$ cat config.mk
export PLATFORM = sky130hd
export DESIGN_NAME = keypad_scanner_flat
export DESIGN_NICKNAME = d
export VERILOG_FILES = /design/src/rtl/keypad_scanner_if.sv /design/src/rtl/keypad_scanner.sv /design/src/flat_wrapper.sv
export SDC_FILE = /design/constraint.sdc
export NUM_CORES = 1
export LEC_CHECK = 0
export BUFFER_PORTS_ARGS = -buffer_cell sky130_fd_sc_hd__buf_2
export CAP_MARGIN = 15
export CORE_MARGIN = 4
export CORE_UTILIZATION = 55
export CTS_CLUSTER_SIZE = 40
export DETAILED_ROUTE_END_ITERATION = 10
export GPL_ROUTABILITY_DRIVEN = 1
export MAX_ROUTING_LAYER = met4
export PLACE_DENSITY = 0.73
export SYNTH_ARGS = -nofsm -noshare
export SYNTH_HDL_FRONTEND = slang
export SYNTH_SLANG_ARGS = --single-unit
$ cat constraint.sdc
create_clock -name clk -period 2.08 [get_ports clk]
set_input_delay 0.312 -clock clk [delete_from_list [all_inputs] [get_ports clk]]
set_output_delay 0.312 -clock clk [all_outputs]
set_load 0.005 [all_outputs]
$ cat src/rtl/keypad_scanner_if.sv
// Keypad-side and decoded-key signals of keypad_scanner, grouped for port use.
// master = scanner side, slave = keypad / consumer side.
interface keypad_scanner_if;
    logic [3:0] row;
    logic [3:0] col;
    logic [3:0] key_code;
    logic       key_valid;
    logic       key_held;

    modport master (input row, output col, key_code, key_valid, key_held);
    modport slave  (output row, input col, key_code, key_valid, key_held);
endinterface

$ cat src/rtl/keypad_scanner.sv
// 4x4 keypad column scanner with press/release debounce and one key_valid strobe per press.
// Define KEYPAD_SCANNER_REPEAT_EN to re-strobe key_valid every REPEAT_CNT cycles while the key is held.
module keypad_scanner #(
    parameter int SCAN_DIV     = 4,
    parameter int DEBOUNCE_CNT = 8,
    parameter int REPEAT_CNT   = 64
) (
    input  logic                clk,
    input  logic                reset,
    keypad_scanner_if.master    kp
);

    localparam int DW = $clog2(SCAN_DIV);
    localparam int CW = $clog2(DEBOUNCE_CNT + 1);
    localparam logic [DW-1:0] DWELL_LAST = DW'(SCAN_DIV - 1);
    localparam logic [CW-1:0] CNT_LAST   = CW'(DEBOUNCE_CNT - 1);

    typedef enum logic [1:0] {
        SCAN     = 2'd0,
        DEBOUNCE = 2'd1,
        PRESSED  = 2'd2
    } state_t;

    // A pattern is a key only when exactly one line is pulled low.
    function automatic logic single_zero(input logic [3:0] p);
        logic r;
        case (p)
            4'b1110, 4'b1101, 4'b1011, 4'b0111: r = 1'b1;
            default:                            r = 1'b0;
        endcase
        return r;
    endfunction

    function automatic logic [1:0] zero_idx(input logic [3:0] p);
        logic [1:0] r;
        case (p)
            4'b1110: r = 2'd0;
            4'b1101: r = 2'd1;
            4'b1011: r = 2'd2;
            4'b0111: r = 2'd3;
            default: r = 2'd0;
        endcase
        return r;
    endfunction

    logic [3:0]    row_meta_q, row_s_q;
    state_t        state_q, state_d;
    logic [DW-1:0] dwell_q, dwell_d;
    logic [3:0]    col_q, col_d;
    logic [3:0]    cap_q, cap_d;
    logic [CW-1:0] cnt_q, cnt_d;
    logic [3:0]    key_code_q, key_code_d;
    logic          key_valid_q, key_valid_d;
    logic          key_held_q, key_held_d;
    logic [3:0]    col_next_s;

`ifdef KEYPAD_SCANNER_REPEAT_EN
    localparam int RW = $clog2(REPEAT_CNT + 1);
    localparam logic [RW-1:0] REP_LAST = RW'(REPEAT_CNT - 1);
    logic [RW-1:0] rep_cnt_q, rep_cnt_d;
`endif

    assign col_next_s = {col_q[2:0], col_q[3]};

    // Next-state and output decode; cnt is shared by press and release debounce.
    always_comb begin
        state_d     = state_q;
        dwell_d     = dwell_q;
        col_d       = col_q;
        cap_d       = cap_q;
        cnt_d       = cnt_q;
        key_code_d  = key_code_q;
        key_valid_d = 1'b0;
        key_held_d  = key_held_q;
`ifdef KEYPAD_SCANNER_REPEAT_EN
        rep_cnt_d   = '0;
`endif
        case (state_q)
            SCAN: begin
                if (dwell_q == DWELL_LAST) begin
                    dwell_d = '0;
                    if (single_zero(row_s_q)) begin
                        state_d = DEBOUNCE;
                        cap_d   = row_s_q;
                        cnt_d   = '0;
                    end else begin
                        col_d = col_next_s;
                    end
                end else begin
                    dwell_d = dwell_q + 1'b1;
                end
            end
            DEBOUNCE: begin
                if (row_s_q == cap_q) begin
                    if (cnt_q == CNT_LAST) begin
                        state_d     = PRESSED;
                        cnt_d       = '0;
                        key_code_d  = {zero_idx(col_q), zero_idx(cap_q)};
                        key_valid_d = 1'b1;
                        key_held_d  = 1'b1;
                    end else begin
                        cnt_d = cnt_q + 1'b1;
                    end
                end else begin
                    state_d = SCAN;
                    col_d   = col_next_s;
                    dwell_d = '0;
                    cnt_d   = '0;
                end
            end
            PRESSED: begin
`ifdef KEYPAD_SCANNER_REPEAT_EN
                if (row_s_q == cap_q) begin
                    if (rep_cnt_q == REP_LAST) begin
                        key_valid_d = 1'b1;
                        rep_cnt_d   = '0;
                    end else begin
                        rep_cnt_d = rep_cnt_q + 1'b1;
                    end
                end else begin
                    rep_cnt_d = '0;
                end
`endif
                // Any non-idle row (including a second key) restarts release qualification.
                if (row_s_q == 4'b1111) begin
                    if (cnt_q == CNT_LAST) begin
                        state_d    = SCAN;
                        col_d      = col_next_s;
                        dwell_d    = '0;
                        cnt_d      = '0;
                        key_held_d = 1'b0;
`ifdef KEYPAD_SCANNER_REPEAT_EN
                        rep_cnt_d  = '0;
`endif
                    end else begin
                        cnt_d = cnt_q + 1'b1;
                    end
                end else begin
                    cnt_d = '0;
                end
            end
            default: begin
                state_d    = SCAN;
                dwell_d    = '0;
                col_d      = 4'b1110;
                cnt_d      = '0;
                key_held_d = 1'b0;
            end
        endcase
    end

    // State, counters, synchroniser and registered outputs.
    always_ff @(posedge clk or posedge reset) begin
        if (reset) begin
            row_meta_q  <= 4'b1111;
            row_s_q     <= 4'b1111;
            state_q     <= SCAN;
            dwell_q     <= '0;
            col_q       <= 4'b1110;
            cap_q       <= 4'b1111;
            cnt_q       <= '0;
            key_code_q  <= 4'h0;
            key_valid_q <= 1'b0;
            key_held_q  <= 1'b0;
`ifdef KEYPAD_SCANNER_REPEAT_EN
            rep_cnt_q   <= '0;
`endif
        end else begin
            row_meta_q  <= kp.row;
            row_s_q     <= row_meta_q;
            state_q     <= state_d;
            dwell_q     <= dwell_d;
            col_q       <= col_d;
            cap_q       <= cap_d;
            cnt_q       <= cnt_d;
            key_code_q  <= key_code_d;
            key_valid_q <= key_valid_d;
            key_held_q  <= key_held_d;
`ifdef KEYPAD_SCANNER_REPEAT_EN
            rep_cnt_q   <= rep_cnt_d;
`endif
        end
    end

    assign kp.col       = col_q;
    assign kp.key_code  = key_code_q;
    assign kp.key_valid = key_valid_q;
    assign kp.key_held  = key_held_q;

endmodule

$ cat src/flat_wrapper.sv
// flat-port wrapper written by rule: the top's interface ports become plain ports
module keypad_scanner_flat 
#(
    parameter int SCAN_DIV     = 4,
    parameter int DEBOUNCE_CNT = 8,
    parameter int REPEAT_CNT   = 64
)
  (clk, reset, kp_row, kp_col, kp_key_code, kp_key_valid, kp_key_held);
  keypad_scanner_if kp_i ();
  input  logic clk;
  input  logic reset;
  input wire logic [$bits(kp_i.row)-1:0] kp_row;
  output wire logic [$bits(kp_i.col)-1:0] kp_col;
  output wire logic [$bits(kp_i.key_code)-1:0] kp_key_code;
  output wire logic [$bits(kp_i.key_valid)-1:0] kp_key_valid;
  output wire logic [$bits(kp_i.key_held)-1:0] kp_key_held;
  assign kp_i.row = kp_row;
  assign kp_col = kp_i.col;
  assign kp_key_code = kp_i.key_code;
  assign kp_key_valid = kp_i.key_valid;
  assign kp_key_held = kp_i.key_held;
  keypad_scanner #(.SCAN_DIV(SCAN_DIV), .DEBOUNCE_CNT(DEBOUNCE_CNT), .REPEAT_CNT(REPEAT_CNT)) u_core (.clk(clk), .reset(reset), .kp(kp_i));
endmodule
# After elaboration in Yosys (flattened, before gate mapping)
# Cells that the tools add are included.
# word_totals
reg_bits,30
in_bits,6
output_inout_bits,10
word_cells,82
# classes
n_addsub,2
n_eq_ne,25
muxes,35
bitwise_logic,1
n_reduce_logical,9
# op_table
operator,count
2-to-1 mux 4 bit,10
== test 4 bit (second input constant),8
one-hot mux 2 bit (3 select lines),4
one-hot mux 4 bit (3 select lines),2
== test 4 x 3 -> 1 bit (second input constant),4
2-to-1 mux 2 bit,8
AND reduction 5 bit,3
2-to-1 mux 1 bit,10
inequality test 2 x 1 -> 1 bit (second input constant),5
AND reduction 3 bit,3
inequality test 2 bit (second input constant),3
adder 4 x 1 -> 4 bit (second input constant),1
== test 2 bit (second input constant),2
== test 4 bit,1
OR reduction 4 bit,1
inequality test 3 bit (second input constant),1
one-hot mux 1 bit (3 select lines),1
adder 2 x 1 -> 2 bit (second input constant),1
== test 2 x 1 -> 1 bit (second input constant),1
logical NOT 2 bit,1
AND reduction 2 bit,1
inverter 1 bit,1

# Depth between registers and ports, before layout
# Gate-level depths: netlist (run 1).
# logic_depth
word_depth,8
depth_mapped,7
mapped_depth_nobuf,7

# Least setup slack after synthesis (run 1)
# Ideal clock, no wire load.
# synth_path
path_type,reg2reg
startpoint,reg u_core.row_s_q[1]
endpoint,"reg u_core.key_code_q[0], in the netlist u_core.kp.key_code[0]"
setup_time_ps,125
arrival_time_ps,1718
required_ps,1955
setup_slack_ps,237
stages_incl_launch_ff,7
path_buffers,1
synth_period_minus_slack_ps,1843
path_cell_list,dfstp_2 > xor2_1 > nor4_4 > nand2_1 > or2_1 > buf_6 > mux2_4
# synth_between
elab_chain_len,2
# synth_rtl
item,line_no,rtl
"start, declared",keypad_scanner.sv:46,"logic [3:0] row_meta_q, row_s_q;"
"start signal, assigned",keypad_scanner.sv:170,row_s_q <= row_meta_q;
== test 4 bit,keypad_scanner.sv:94,if (row_s_q == cap_q) begin
AND reduction 3 bit (no source line),n/a,
"end signal, assigned",keypad_scanner.sv:176,key_code_q <= key_code_d;
"end, declared",keypad_scanner.sv:52,"logic [3:0] key_code_q, key_code_d;"
# Every way passes these cells.
# A chain may end at the register's enable or synchronous reset.

# Final worst setup path (run 1)
# layout_path
startpoint,reg u_core.row_s_q[1]
endpoint,"reg u_core.key_code_q[1], in the netlist u_core.kp.key_code[1]"
# The elaborated chain is that of the path after synthesis.

==> impl_metrics.tcl, run 1 <==
set metrics [dict create \
    status "finished, final reports clean" \
    combPwrFrac 0.221 \
    p_sw_frac 0.272 \
    critPathMaxFanout 6 \
    hold_class "primary input to async pin" \
    powerDensity_nw_per_um2 1000 \
    fmax_mhz 518 \
    antenna_found_initial 0 \
    clock-sinks 30 \
    fin_setup_tns_ns 0 \
    fin_crit_ns 1.93 \
    clock_path_buffers 2 \
    final_core_util 0.682 \
    worstSetupStartpointType "flip-flop" \
    fill_cells 188 \
    area_delta_synth_final_pct 16.5 \
    synthArstFlopShare 1.00 \
    core.rowCount 18 \
    ys.flop_type "dfstp_2" \
    hpwlAfterDp_um 1700 \
    slew_headroom 0.594 \
    rrSetupSlack_ns 0.15 \
    final_max_slew_viol_count 0 \
    avgSynthCellArea_sq_um 12.0 \
    crit_type "flip-flop to flip-flop" \
    synth_compound_area_frac 0.0923 \
    first_iter_violations 55 \
    p_int_mw 1.24 \
    pin_count 16 \
    start_util 0.586 \
    cp-end-kind "flip-flop" \
    first_global_vias 948 \
    cp_slowest_cell "dfstp_2" \
    rsz0062_at_grt "false" \
    synthMuxAreaShare 0.110 \
    worstPathArrival_ns 2.16 \
    setup_viol 0 \
    cts_tree "done" \
    grt.overflow.total 0 \
    die_area_sq_um 3550 \
    cts.clk_slew.worst_paths_ns 0.10 \
    clock_latency_ns 0.33 \
    clock_skew_ns 0.0108 \
    dp_slack_ns 0.144 \
    power_mw 1.71 \
    portBuffers 15 \
    critical_path_required_ns 2.31 \
    ys_seq_area_frac 0.526 \
    antenna_cells 0 \
    final.setup.worst_slack_ns 0.150 \
    most-common-layout-cells "buf_2, dfstp_2, dfrtp_1" \
    vdd_ir_drop_max_mv 0.761 \
    yosys.area_share.simple 0.127 \
    via_per_inst 5.35 \
    synth_xor_area_frac 0.0538 \
    worstPathCellList "xor2_1 > nor4_4 > nand2_1 > or2_1 > mux2_4" \
    root_buffer "clkbuf_4" \
    synth-edff-count 0 \
    synth_area_sq_um 1460 \
    grt_pass1_wl_um 4130 \
    synthAdderAreaFrac 0.0513 \
    cts_resized 0 \
    syn_nets 134 \
    synth-warning-count 0 \
    num_vias 941 \
    ant_nets 0 \
    cts_buffers 5 \
    grt_max_degree 17 \
    clkPwrFrac 0.329 \
    leakagePower_nw 0.830 \
    drv_cap 0 \
    core_area_sq_um 2500 \
    sequentialPowerShare 0.450 \
    die_w_um 59.6 \
    finalHoldViolCount 0 \
    syn_inst 122 \
    drtPass1Iterations 4 \
    worst_pin_slew_ns 0.609 \
    holdWs_ns 0.0328 \
    grt_usage 0.163 \
    routed_wl_um 2390 \
    period_share 0.928 \
    drcViolationCount 0 \
    drive_gt1_frac 0.384 \
    fin_nets 157 \
    post_cts_buffers 0 \
    crit_family "simple AND/OR/NAND/NOR gates" \
    critPathLaunch "u_core.row_s_q[1]$_DFF_PP1_" \
    synth_seq_cells 30 \
    r2r-start "u_core.row_s_q[1]$_DFF_PP1_" \
    htreeDepth 2 \
    wire_per_inst_um 13.6 \
    cts_hold_buf 0 \
    gp_congestion 0.836 \
    p_sw_mw 0.464 \
    critPathMaxStageDelay_ns 0.58 \
    cp_num_buf_inv 0 \
    synth_cell_types 37 \
    die_height_um 59.6 \
    synth_top_family_by_area "simple AND/OR/NAND/NOR gates" \
]
## worst paths after layout
check,cells past startpoint,endpoint
worst min-delay path,2,u_core.kp.key_code[3]$_DFFE_PP0P_
max in group asynchronous,3,u_core.row_meta_q[2]$_DFF_PP1_
worst max-delay path,5,u_core.kp.key_code[1]$_DFFE_PP0P_
worst max register to register,5,u_core.kp.key_code[1]$_DFFE_PP0P_
min in group clk,1,u_core.row_meta_q[3]$_DFF_PP1_
worst min register to register,0,u_core.row_s_q[0]$_DFF_PP1_
## stage by stage
| step | cells | cell area, sq um |
|---|---|---|
| global placement | 168 | 1600 |
| global route | 176 | 1710 |
| detailed placement | 168 | 1600 |
| floorplan | 122 | 1460 |
| CTS | 176 | 1710 |
| finish | 176 | 1710 |
## synthesized netlist by cell type (all sizes together) (2+ instances only)
cell,count,share of area
mux2i,3,0.021
a21oi,3,0.013
o21ai,5,0.017
ha,6,0.051
a31oi,2,0.0085
and3,6,0.026
dfstp,15,0.27
xor2,8,0.048
a22o,2,0.012
nand4b,2,0.012
nand2,6,0.015
mux2,10,0.090
dfrtp,15,0.26
nor2,9,0.023
buf,2,0.011
inv,10,0.026
## registers in the layout (all words and copies together), names as in the netlist
register             flops
u_core.dwell_q           2
u_core.cnt_q             4
u_core.kp.key_held       1
u_core.kp.key_valid      1
u_core.cap_q             4
u_core.kp.col            4
u_core.state_q           2
u_core.kp.key_code       4
u_core.row_s_q           4
u_core.row_meta_q        4
## layer usage
metal  GRT usage  vias to the layer above  share of wire
li1            -                      469              -
met2       0.251                       30           0.45
met4      0.0380                        0         0.0067
met1       0.196                      440           0.47
met5           -                        -              0
met3      0.0719                        2          0.065
## power groups by stage
stage               Clock, mW  Combinational, mW  Sequential (mW)
floorplan                   0              0.315            0.759
global placement            0              0.368            0.774
detailed placement          0              0.381            0.779
CTS                     0.577              0.381            0.769
global route            0.607              0.422            0.783
finish                  0.562              0.376            0.768
## layout make-up
cell class              count  area, sq um  share of cell area
clock buffers               7         76.3              0.0448
clock inverters             1         30.0              0.0176
inverters                  10         37.5              0.0220
multi-input cells          79          637               0.373
flip-flops and latches     30          769               0.451
well taps                  30         37.5              0.0220
repair buffers             19          118              0.0690
## logic make-up (layout without fill, tap and decap cells)
family / count (synthesis) / count (layout)
fa+ha+maj: 6 / 6
xor+xnor: 9 / 9
mux: 13 / 13
buf+inv: 13 / 37
flops: 30 / 30
simple gates: 32 / 32
compound gates: 19 / 19
No activity file was read; power rests on OpenSTA's default activity.
==> run 2: changes to the inputs <==
CORE_ASPECT_RATIO = 0.7   (was unset)
==> impl_metrics.tcl, run 2 (synthesized netlist as in run 1, its figures left out) <==
set metrics [dict create \
    worstSetupStartpointType "flip-flop" \
    status "finished, final reports clean" \
    die_w_um 69.7 \
    cts_resized 0 \
    placedCellCount 172 \
    hpwlAfterDp_um 1870 \
    cts_hold_buf 0 \
    final_max_slew_viol_count 0 \
    die_area_sq_um 3560 \
    die_height_um 51.2 \
    worstPathCellList "xor2_1 > nor4_4 > nand2_1 > or2_1 > mux2_4" \
    cp_slowest_cell "dfstp_2" \
    drv_cap 0 \
    fin_crit_ns 1.99 \
    ant_nets 0 \
    critical_path_required_ns 2.24 \
    first_iter_violations 19 \
    critPathMaxStageDelay_ns 0.58 \
    slew_headroom 0.731 \
    routed_wl_um 2570 \
    num_vias 971 \
    pin_count 16 \
    drtPass1Iterations 4 \
    grt_max_degree 31 \
    cts_buffers 5 \
    period_share 0.959 \
    grt_usage 0.172 \
    finalHoldViolCount 0 \
    gp_congestion 0.794 \
    post_dp_cell_area_sq_um 1590 \
    cp-end-kind "flip-flop" \
    cp_num_buf_inv 0 \
    fmax_mhz 501 \
    worst_pin_slew_ns 0.402 \
    root_buffer "clkbuf_8" \
    most-common-layout-cells "buf_2, dfstp_2, dfrtp_1" \
    area_delta_synth_final_pct 15.0 \
    clock_skew_ns 0.00557 \
    r2r-start "u_core.row_s_q[1]$_DFF_PP1_" \
    setup_viol 0 \
    cts.clk_slew.worst_paths_ns 0.06 \
    cts_tree "done" \
    design_area_sq_um 1680 \
    grt_pass1_wl_um 4460 \
    clock_latency_ns 0.28 \
    ff2ff_path_depth 5 \
    leakagePower_nw 0.817 \
    drive_gt1_frac 0.377 \
    fill_cells 188 \
    rrSetupSlack_ns 0.09 \
    dp_slack_ns 0.113 \
    clock-sinks 30 \
    core_area_sq_um 2500 \
    core.rowCount 15 \
    critPathMaxFanout 6 \
    wire_per_inst_um 14.3 \
    via_per_inst 5.39 \
    antenna_found_initial 0 \
    final.setup.worst_slack_ns 0.0859 \
    htreeDepth 2 \
    powerDensity_nw_per_um2 964 \
    drcViolationCount 0 \
    clock_path_buffers 2 \
    hold_class "primary input to async pin" \
    portBuffers 15 \
    first_global_vias 997 \
    fin_nets 157 \
    vdd_ir_drop_max_mv 0.482 \
    crit_family "simple AND/OR/NAND/NOR gates" \
    post_cts_buffers 0 \
    rsz0062_at_grt "false" \
    crit_type "flip-flop to flip-flop" \
    fin_setup_tns_ns 0 \
    start_util 0.586 \
    r2r-end "u_core.kp.key_code[3]$_DFFE_PP0P_" \
    worstPathArrival_ns 2.15 \
    grt.overflow.total 0 \
    instances_no_fill 180 \
    antenna_cells 0 \
]
## run 2: worst max path at each step
stage / slack [ns] / cells after the start / startpoint / endpoint
floorplan: 0.24 / 6 / u_core.row_s_q[1]$_DFF_PP1_ / u_core.kp.key_code[0]$_DFFE_PP0P_
global placement: 0.20 / 5 / u_core.row_s_q[0]$_DFF_PP1_ / u_core.kp.key_code[1]$_DFFE_PP0P_
CTS: 0.09 / 5 / u_core.row_s_q[1]$_DFF_PP1_ / u_core.kp.key_code[3]$_DFFE_PP0P_
finish: 0.09 / 5 / u_core.row_s_q[1]$_DFF_PP1_ / u_core.kp.key_code[3]$_DFFE_PP0P_
global route: 0.008 / 5 / u_core.row_s_q[1]$_DFF_PP1_ / u_core.kp.key_code[2]$_DFFE_PP0P_
detailed placement: 0.11 / 5 / u_core.row_s_q[1]$_DFF_PP1_ / u_core.kp.key_code[2]$_DFFE_PP0P_
## run 2: area by class of cell
class | count | area, sq um | area share
Timing Repair Buffer | 19 | 105 | 0.0625
Inverter | 10 | 37.5 | 0.0223
Multi-Input combinational cell | 79 | 637 | 0.378
Sequential cell | 30 | 769 | 0.457
Tap cell | 34 | 42.5 | 0.0253
Clock inverter | 1 | 5.00 | 0.00297
Clock buffer | 7 | 86.3 | 0.0513
## run 2: layer usage
metal | track usage | vias up | wire (um)
met5 | - | - | 0
met1 | 0.195 | 467 | 1140
li1 | - | 468 | -
met4 | 0.0892 | 0 | 42
met3 | 0.0570 | 6 | 169
met2 | 0.275 | 30 | 1220
## run 2: report_power, final
part / internal, mW / leakage [nW] / switching, mW / total (mW)
combinational: 0.190 / 0.407 / 0.190 / 0.381
clock: 0.266 / 0.0482 / 0.203 / 0.469
sequential: 0.693 / 0.362 / 0.0795 / 0.773
total: 1.15 / 0.817 / 0.473 / 1.62
## run 2: worst register-to-register path, delay by kind of cell (launching register included)
family / cells / cell delay [ns]
DFF: 1 / 0.58
xor gates and xnor gates: 1 / 0.12
and+or+nand+nor: 3 / 0.86
muxes: 1 / 0.33
## run 2: through the flow
| stage | power (mW) | hold WS [ns] | util |
|---|---|---|---|
| 2_1_floorplan | 1.07 | 0.316 | - |
| 6_report | 1.62 | 0.0966 | 0.674 |
| 3_5_place_dp | 1.16 | 0.347 | 0.638 |
| 3_3_place_gp | 1.14 | 0.345 | 0.638 |
| 4_1_cts | 1.64 | 0.101 | 0.674 |
| 5_1_grt | 1.72 | 0.109 | 0.674 |
==> run 3: changes to the inputs <==
CORE_ASPECT_RATIO = 1.75   (was 0.7)
==> impl_metrics.tcl, run 3 (synthesized netlist as in run 1, its figures left out) <==
set metrics [dict create \
    status "finished, final reports clean" \
    fin_crit_ns 1.93 \
    num_vias 975 \
    final_max_slew_viol_count 0 \
    worstSetupStartpointType "flip-flop" \
    grt_use_met3 0.0544 \
    grt_usage 0.170 \
    worstPathCellList "xor2_1 > nor4_4 > buf_4 > a31oi_1 > nor2_1 > a31o_2" \
    leakagePower_nw 0.831 \
    design_area_sq_um 1700 \
    regArea_sq_um 769 \
    antenna_cells 0 \
    cts.clk_slew.worst_paths_ns 0.06 \
    clock_latency_ns 0.28 \
    drv_cap 0 \
    wire_per_inst_um 14.2 \
    gp_congestion 0.738 \
    drive_gt1_frac 0.389 \
    first_global_vias 1020 \
    die_w_um 47 \
    first_iter_violations 20 \
    pin_count 16 \
    critPathMaxStageDelay_ns 0.58 \
    hpwlAfterDp_um 1860 \
    met1_usage 0.165 \
    most-common-layout-cells "buf_2, dfstp_2, dfrtp_1" \
    multi_input_comb_area_sq_um 637 \
    fmax_mhz 519 \
    crit_family "compound AO/OA/AOI/OAI gates" \
    fin_setup_tns_ns 0 \
    cp-end-kind "flip-flop" \
    root_buffer "clkbuf_8" \
    cp_num_buf_inv 1 \
    setup_viol 0 \
    cp_slowest_cell "dfstp_2" \
    final_core_util 0.675 \
    clock_path_buffers 2 \
    area_delta_synth_final_pct 16.2 \
    portBuffers 15 \
    fill_cells 203 \
    rsz0062_at_grt "false" \
    routed_wl_um 2490 \
    core.rowCount 24 \
    htreeDepth 2 \
    drcViolationCount 0 \
    worstPathArrival_ns 2.09 \
    via_per_inst 5.57 \
    worst_pin_slew_ns 0.380 \
    cts_buffers 5 \
    die_area_sq_um 3580 \
    die_height_um 76.3 \
    core_area_sq_um 2520 \
    grt_max_degree 13 \
    clock_skew_ns 0.00436 \
    vdd_ir_drop_max_mv 0.820 \
    drtPass1Iterations 2 \
    finalHoldViolCount 0 \
    antenna_found_initial 0 \
    critPathMaxFanout 6 \
    crit_type "flip-flop to flip-flop" \
    critical_path_required_ns 2.25 \
    grtUsageMet2 0.285 \
    grt_pass1_wl_um 4320 \
    cts_tree "done" \
    powerDensity_nw_per_um2 963 \
    slew_headroom 0.746 \
    cts_resized 0 \
    post_dp_cell_area_sq_um 1590 \
    ant_nets 0 \
    busiest_layer "met2" \
    grt.overflow.total 0 \
    clock-sinks 30 \
    period_share 0.926 \
    start_util 0.580 \
    hold_class "primary input to flip-flop" \
    fin_nets 160 \
    holdWs_ns 0.127 \
]
run 3: cell count changes in the layout (fill, tap and decap cells not counted), sizes merged:
cell / before / now
dlygate4sd3: 0 / 1
clkbuf: 7 / 6
clkinvlp: 0 / 1
buf: 19 / 21
run 3: power breakdown:
group | switching (mW) | leakage [nW] | total, mW | internal, mW
logic | 0.189 | 0.421 | 0.388 | 0.199
clock network | 0.211 | 0.0472 | 0.476 | 0.265
registers | 0.0813 | 0.362 | 0.775 | 0.693
run 3: final timing paths:
| check | slack [ns] | endpoint | cells past startpoint | start |
|---|---|---|---|---|
| setup / recovery | 0.15 | u_core.cnt_q[0]$_DFFE_PP0P_ | 6 | u_core.row_s_q[2]$_DFF_PP1_ |
| hold / removal | 0.13 | u_core.row_meta_q[0]$_DFF_PP1_ | 1 | kp_row[0] |
| setup reg to reg | 0.15 | u_core.cnt_q[0]$_DFFE_PP0P_ | 6 | u_core.row_s_q[2]$_DFF_PP1_ |
| hold reg to reg | 0.35 | u_core.row_s_q[1]$_DFF_PP1_ | 0 | u_core.row_meta_q[1]$_DFF_PP1_ |
| max in group asynchronous | 0.97 | u_core.cap_q[0]$_DFFE_PP1P_ | 4 | reset |
| min in group asynchronous | 0.54 | u_core.kp.key_code[1]$_DFFE_PP0P_ | 3 | reset |
run 3: per-stage QoR:
| stage | total power, mW | std cells | setup slack, ns |
|---|---|---|---|
| after floorplan | 1.07 | 122 | 0.237 |
| after global placement | 1.14 | 165 | 0.193 |
| after detailed placement | 1.16 | 165 | 0.146 |
| after CTS | 1.65 | 174 | 0.110 |
| after global routing | 1.73 | 175 | 0.0781 |
| final | 1.64 | 175 | 0.155 |
run 3: final cells by class:
cell class / count / area share
Clock buffer: 6 / 0.0485
Clock inverter: 2 / 0.00735
Timing Repair Buffer: 22 / 0.0765
Inverter: 10 / 0.0221
Tap cell: 26 / 0.0191
Multi-Input combinational cell: 79 / 0.374
Sequential cell: 30 / 0.452
run 3: repair_timing:
| action | 4_1_cts | 5_1_grt |
|---|---|---|
| endpoints found under the setup margin | 0 | 4 |
| hold buffers | 1 | 0 |
| buffers inserted | 0 | 1 |
| endpoints found under the hold margin | 3 | 0 |
run 3: metal layers:
metal  wire length [um]  up-vias  share of wire
met1                995      479           0.40
met2               1310       19           0.53
li1                   -      472              -
met4                 60        0          0.024
met5                  0        -              0
met3                124        5          0.050
